`src/rtl/push_pop_pkg.sv`:
```
// Shared types and constants for the multi-register PUSH/POP sequencer.
package push_pop_pkg;

    typedef enum logic [2:0] {
        IDLE,
        SELECT,
        READ_WAIT,
        MEM,
        WRITEBACK,
        SP_UPDATE,
        DONE
    } state_t;

    localparam logic [3:0] REG_LR     = 4'hE;
    localparam logic [3:0] REG_SP     = 4'hD;
    localparam int         WORD_BYTES = 4;
    localparam int         LIST_W     = 9;
    localparam logic [3:0] LR_BIT     = 4'd8;

    // Bytes occupied on the stack by a register list: popcount * word size.
    function automatic logic [31:0] list_bytes(input logic [LIST_W-1:0] list);
        logic [31:0] n;
        n = '0;
        for (int i = 0; i < LIST_W; i++) begin
            n = n + 32'(list[i]);
        end
        return n * 32'(WORD_BYTES);
    endfunction

endpackage

```
`src/rtl/lsb_encoder9.sv`:
```
// Lowest-set-bit index of a 9-bit register list, with a valid flag.
module lsb_encoder9
    import push_pop_pkg::*;
(
    input  logic [LIST_W-1:0] list,
    output logic [3:0]        index,
    output logic              valid
);

    // Scan downwards so the lowest set bit is the last one to win.
    always_comb begin
        index = '0;
        valid = 1'b0;
        for (int i = LIST_W - 1; i >= 0; i--) begin
            if (list[i]) begin
                index = 4'(i);
                valid = 1'b1;
            end
        end
    end

endmodule

```
`src/rtl/push_pop_sequencer.sv`:
```
// Sequences a multi-register PUSH/POP as one memory beat per register,
// lowest register first, then writes back the updated SP.
module push_pop_sequencer
    import push_pop_pkg::*;
(
    input  logic        clk,
    input  logic        rst,
    input  logic        start,
    input  logic        is_pop,
    input  logic [8:0]  reg_list,
    input  logic [31:0] sp_value,
    output logic        busy,
    output logic        done,
    output logic [3:0]  rf_rd_select,
    input  logic [31:0] rf_rd_data,
    output logic        rf_write_en,
    output logic [3:0]  rf_wr_select,
    output logic [31:0] rf_wr_data,
    output logic        rf_sp_write_en,
    output logic [31:0] rf_sp_in,
    output logic        mem_req,
    output logic        mem_we,
    output logic [31:0] mem_addr,
    output logic [31:0] mem_wdata,
    input  logic        mem_ready,
    input  logic [31:0] mem_rdata,
    output logic        pc_load,
    output logic [31:0] pc_value
);

    state_t              state;
    logic                pop;
    logic [LIST_W-1:0]   list;
    logic [LIST_W-1:0]   list_rest;
    logic [31:0]         addr;
    logic [31:0]         new_sp;
    logic [31:0]         start_bytes;
    logic [3:0]          lsb_idx;
    logic                lsb_valid;

    lsb_encoder9 u_lsb (
        .list  (list),
        .index (lsb_idx),
        .valid (lsb_valid)
    );

    assign start_bytes = list_bytes(reg_list);
    assign list_rest   = list & ~(list & (~list + LIST_W'(1)));

    // Outputs are registered on entry to the state they belong to.
    always_ff @(posedge clk) begin
        if (rst) begin
            state          <= IDLE;
            pop            <= 1'b0;
            list           <= '0;
            busy           <= 1'b0;
            done           <= 1'b0;
            rf_rd_select   <= '0;
            rf_write_en    <= 1'b0;
            rf_wr_select   <= '0;
            rf_wr_data     <= '0;
            rf_sp_write_en <= 1'b0;
            rf_sp_in       <= '0;
            mem_req        <= 1'b0;
            mem_we         <= 1'b0;
            mem_addr       <= '0;
            mem_wdata      <= '0;
            pc_load        <= 1'b0;
            pc_value       <= '0;
        end else begin
            done           <= 1'b0;
            rf_write_en    <= 1'b0;
            rf_sp_write_en <= 1'b0;
            pc_load        <= 1'b0;
            case (state)
                IDLE: begin
                    if (start) begin
                        pop    <= is_pop;
                        list   <= reg_list;
                        addr   <= is_pop ? sp_value : sp_value - start_bytes;
                        new_sp <= is_pop ? sp_value + start_bytes : sp_value - start_bytes;
                        busy   <= 1'b1;
                        if (reg_list == '0) begin
                            state <= DONE;
                            done  <= 1'b1;
                        end else begin
                            state <= SELECT;
                        end
                    end
                end
                SELECT: begin
                    if (!lsb_valid) begin
                        state          <= SP_UPDATE;
                        rf_sp_write_en <= 1'b1;
                        rf_sp_in       <= new_sp;
                    end else if (pop) begin
                        state    <= MEM;
                        mem_req  <= 1'b1;
                        mem_we   <= 1'b0;
                        mem_addr <= addr;
                    end else begin
                        state        <= READ_WAIT;
                        rf_rd_select <= (lsb_idx == LR_BIT) ? REG_LR : lsb_idx;
                    end
                end
                READ_WAIT: begin
                    state     <= MEM;
                    mem_req   <= 1'b1;
                    mem_we    <= 1'b1;
                    mem_addr  <= addr;
                    mem_wdata <= rf_rd_data;
                end
                MEM: begin
                    if (mem_ready) begin
                        mem_req <= 1'b0;
                        list    <= list_rest;
                        addr    <= addr + 32'(WORD_BYTES);
                        if (pop) begin
                            state <= WRITEBACK;
                            if (lsb_idx == LR_BIT) begin
                                pc_load  <= 1'b1;
                                pc_value <= mem_rdata;
                            end else begin
                                rf_write_en  <= 1'b1;
                                rf_wr_select <= lsb_idx;
                                rf_wr_data   <= mem_rdata;
                            end
                        end else if (list_rest != '0) begin
                            state <= SELECT;
                        end else begin
                            state          <= SP_UPDATE;
                            rf_sp_write_en <= 1'b1;
                            rf_sp_in       <= new_sp;
                        end
                    end
                end
                WRITEBACK: begin
                    if (list != '0) begin
                        state <= SELECT;
                    end else begin
                        state          <= SP_UPDATE;
                        rf_sp_write_en <= 1'b1;
                        rf_sp_in       <= new_sp;
                    end
                end
                SP_UPDATE: begin
                    state <= DONE;
                    done  <= 1'b1;
                end
                DONE: begin
                    state <= IDLE;
                    busy  <= 1'b0;
                end
                default: state <= IDLE;
            endcase
        end
    end

endmodule

```
`config.mk`:
```
export PLATFORM = sky130hd
export DESIGN_NAME = push_pop_sequencer
export DESIGN_NICKNAME = d
export VERILOG_FILES = /design/src/rtl/push_pop_pkg.sv /design/src/rtl/lsb_encoder9.sv /design/src/rtl/push_pop_sequencer.sv
export SDC_FILE = /design/constraint.sdc
export NUM_CORES = 1
export LEC_CHECK = 0
export ABC_AREA = 1
export CORE_ASPECT_RATIO = 0.7
export CORE_MARGIN = 4
export CORE_UTILIZATION = 28
export CTS_BUF_LIST = sky130_fd_sc_hd__clkbuf_8
export DETAILED_ROUTE_END_ITERATION = 10
export HOLD_SLACK_MARGIN = 0.05
export PLACE_DENSITY = 0.46
export SKIP_CTS_REPAIR_TIMING = 1
export SYNTH_ARGS = -nofsm -noshare
export SYNTH_HDL_FRONTEND = slang
export SYNTH_SLANG_ARGS = --single-unit
```
`constraint.sdc`:
```
create_clock -name clk -period 13.95 [get_ports clk]
set_input_delay 2.0925 -clock clk [delete_from_list [all_inputs] [get_ports clk]]
set_output_delay 2.0925 -clock clk [all_outputs]
set_load 0.02 [all_outputs]
```
==> run summary <==
The post-synth design cell area came out at 12890 um^2. For this design, the sink count on the clock tree is 252. The cell family contributing the most delay on the critical path is adder cells. Based on the critical path, the design can be clocked at up to 0.1448 GHz.

Yosys attributes the largest share of cell area to dfxtp_1 29%, edfxtp_1 15%, nor2_1 11%. The cell internal power dissipation is 1.663 mW. Setup repair after global routing left no endpoint under its margin.

The combinational fraction of design power is 36.3%. The switching power of the nets is 1.082 mW. The signal on the critical path passes through clkdlybuf4s50_1 -> inv_1 -> fa_1 -> fa_1 -> fa_1 -> fa_1 -> fa_1 -> xor2_1 -> inv_1 -> ha_1 -> inv_2 -> nand2_1 -> nand2_1 -> nand2_1 -> nand4_1 -> nor2_2 -> xor2_1 -> o21ai_1. The area share of the largest cell type after synthesis came out at 29.19%.

The most numerous cell type found on the critical path is fa_1. The number of placement rows is 65. In the synthesized netlist, the number of instances is 1809. The TritonCTS clock tree is built. The clock power share came out at 25.3%. The average wire length per cell after detail routing came out at 19.00 um. The final instance area came out at 17070 um^2. For this run, the slowest stage of the critical path takes 0.59 ns. The biggest area contributor in the post-synthesis netlist is dfxtp_1. After the first detailed-routing iteration, the DRC count stood at 910. The HPWL after detailed placement is 38020 um. The slowest stage of the critical path is the fa_1 cell. The area of the die is 49600 um^2. Across the run, the number of max-cap violations was 0. At the end of the flow, the number of nets in the layout was 2197. The static leakage power came out at 7.319 nW. The DRC violation count after routing came out at 0. The count of flip-flops with a built-in enable after synthesis came out at 64. The total overflow reported by the global router came out at 0.

CTS built an H-tree with a depth of 2. The detailed-route vias per instance came out at 4.722. The y dimension of the die came out at 187.5 um. The transition time at the pin with the least slew margin came out at 0.9821 ns.

Ranked by instance count, the synthesized netlist is headed by 383 x nor2_1, 347 x nand2_1, 188 x dfxtp_1, 183 x o21ai_0, 173 x inv_1. At the end of the flow the core is filled with cells to 37.68%. The clock tree buffer depth is 3. The flow ran to the end, and the final reports show no timing, DRC or antenna violations.

Synthesis instantiated 47 different standard cells from the library. The number of antenna violations at the first check in global routing came out at 2. The count of synthesis-stage warnings from yosys is 0. The worst path needs 6.907 ns of the cycle, external delays included. In the synthesized netlist the dominant register cell turns out to be dfxtp_1. The total via count in the routed design came out at 12.76k. Yosys instantiated no cell more often than nor2_1.

Summing all placed instances gives a cell area of 16190 um^2. In this run the power density over the cells is 160.9 nW/um^2. At the end of routability-driven placement, the weighted congestion stood at 0.9313.

Clock-pin slew was measured on the worst setup and hold paths at 0.06 ns. The routed wire length came out at 51330 um. The fraction of power spent switching nets is 39.42%.

The critical path in this run is classified as input port to flop. The total of endpoints with negative setup slack in the final report is 0. The floorplan step set the die width to 264.5 um.

The completed layout was analyzed and its total power is 2.746 mW. The number of pins exceeding their max-slew limit in the final report is 0. IR analysis of the VDD net gives a maximum drop of 0.0001099 V.

The area of the core is 45300 um^2. The worst setup path is launched from an input port. Counting flops and latches in the post-synthesis netlist gives 252.

The sequential share of the synthesized area is 44.09%. The number of global-route vias before repair came out at 11.97k. Across every metal layer, demand over resource in global routing totals 19.84%. The worst hold path class is flop to flop. The first-pass iteration count of the detailed router came out at 5. The port buffer count is 284. The share of post-route cells with drive strength above 1 is 5.866%. The largest fanout on the critical path came out at 7. The data required time of the worst path is 14.26 ns.

The number of antenna-violating nets in the routed design is 0. The total buffers and inverters traversed by the critical path is 4. The initial core utilization is 28.47%. The number of hold violations in the final report is 0. From synthesis to final layout, the design area changed by 32.36%. The root buffer cell chosen for the clock tree is clkbuf_8. The largest net degree at the start of global routing came out at 107. The sequential share of power came out at 38.3%. Clock skew on the completed layout was measured at 0.04283 ns. The synthesized netlist net count is 1939. The share of synthesized flip-flops with an asynchronous set or reset is 0%. The number of buffers inserted during clock tree synthesis came out at 45.

The later-pin clock latency in the skew report is 0.61 ns. The worst relative slew slack came out at 34.53%. The first-pass GRT wire length came out at 76600 um. The critical path arrival is 7.22 ns. The I/O pin count is 285.

The setup TNS is 0 ns. The worst setup path is captured at a flop. The synthesized area divided by synthesized cell count is 7.128 um^2. The final worst-path cycle share came out at 49.51%.
per-layer routing:
layer  GRT usage (%)  vias up  wire length (um)  share of wire, %
met5               0        -                 0                 0
met2           27.57      398             20530                40
met4           5.462        0              1270               2.5
met3           4.997       78              3770               7.3
met1           30.15     5915             25760                50
li1                -     6369                 -                 -
metrics by stage:
stage	instances	worst slack, ns	hold WS [ns]
floorplan	1809	7.791	0.4444
global placement	2623	6.535	0.4283
detailed placement	2623	6.466	0.4311
CTS	2700	7.110	0.4489
global route	2702	6.772	0.4694
finish	2702	7.043	0.4457
worst min-delay path, stage by stage, from the launching register on:
cell	delay, ns
dfxtp_1	0.31
nand2_1	0.06
nor2_1	0.04
area by class of cell:
cell class                 instances  area [um^2]
tap                              603        754.5
antenna                            2        5.005
clock buffer                      53        729.5
clock inverter                    24        146.4
multi-input combinational       1291         6137
inverter                         183        691.9
timing repair buffer             294         2918
fill                            4754        28230
sequential                       252         5685
kinds of logic after synthesis:
kind of cell / Yosys count / share of synthesized area, %
adder cells (fa/ha/maj): 20 / 2.348
AND/OR/NAND/NOR: 932 / 30.83
flip-flops: 252 / 44.09
buffers and inverters: 266 / 8.519
AO/OA/AOI/OAI: 314 / 12.52
XOR/XNOR: 25 / 1.698
layout by cell type (no fill, tap or decap), types with 3 or more instances in the layout:
| cell type | count |
|---|---|
| nand2_1 | 347 |
| nand4_1 | 26 |
| o21ai_0 | 183 |
| buf_4 | 10 |
| nor2_1 | 381 |
| nor3_1 | 35 |
| clkinv_2 | 4 |
| nand3_2 | 22 |
| nor2_2 | 6 |
| inv_2 | 8 |
| clkbuf_8 | 53 |
| o21ai_1 | 11 |
| inv_1 | 188 |
| o211ai_1 | 3 |
| ha_1 | 13 |
| fa_1 | 7 |
| clkdlybuf4s50_1 | 284 |
| xor2_1 | 23 |
| nand3b_1 | 5 |
| nor2_4 | 3 |
| dfxtp_1 | 188 |
| edfxtp_1 | 64 |
| a21oi_1 | 103 |
| nand3_1 | 94 |
power by group through the flow:
stage	Clock [mW]	Combinational [mW]	Sequential (mW)
after floorplan	0	0.469	1.15
after global placement	0	1.00	1.07
after detailed placement	0	0.999	1.06
after CTS	0.721	1.00	1.05
after global routing	0.754	1.10	1.07
final	0.696	0.997	1.05
path summary, 6_finish.rpt:
path              startpoint              end  slack (ns)  cells after the start
min reg2reg  rf_wr_select[3]  rf_wr_select[3]        0.45                      2
max reg2reg         state[1]         addr[11]       10.46                      7
max              reg_list[0]         addr[20]        7.04                     18
min          rf_wr_select[3]  rf_wr_select[3]        0.45                      2
state kept, by name (all words and copies together), names as in the netlist, 3 cells and up:
signal and count:
rf_wr_select 4, rf_wr_data 32, rf_sp_in 32, rf_rd_select 4, list 9, addr 32
mem_wdata 32, mem_addr 32, new_sp 32, pc_value 32, state 3
No activity file was read; power rests on OpenSTA's default activity.
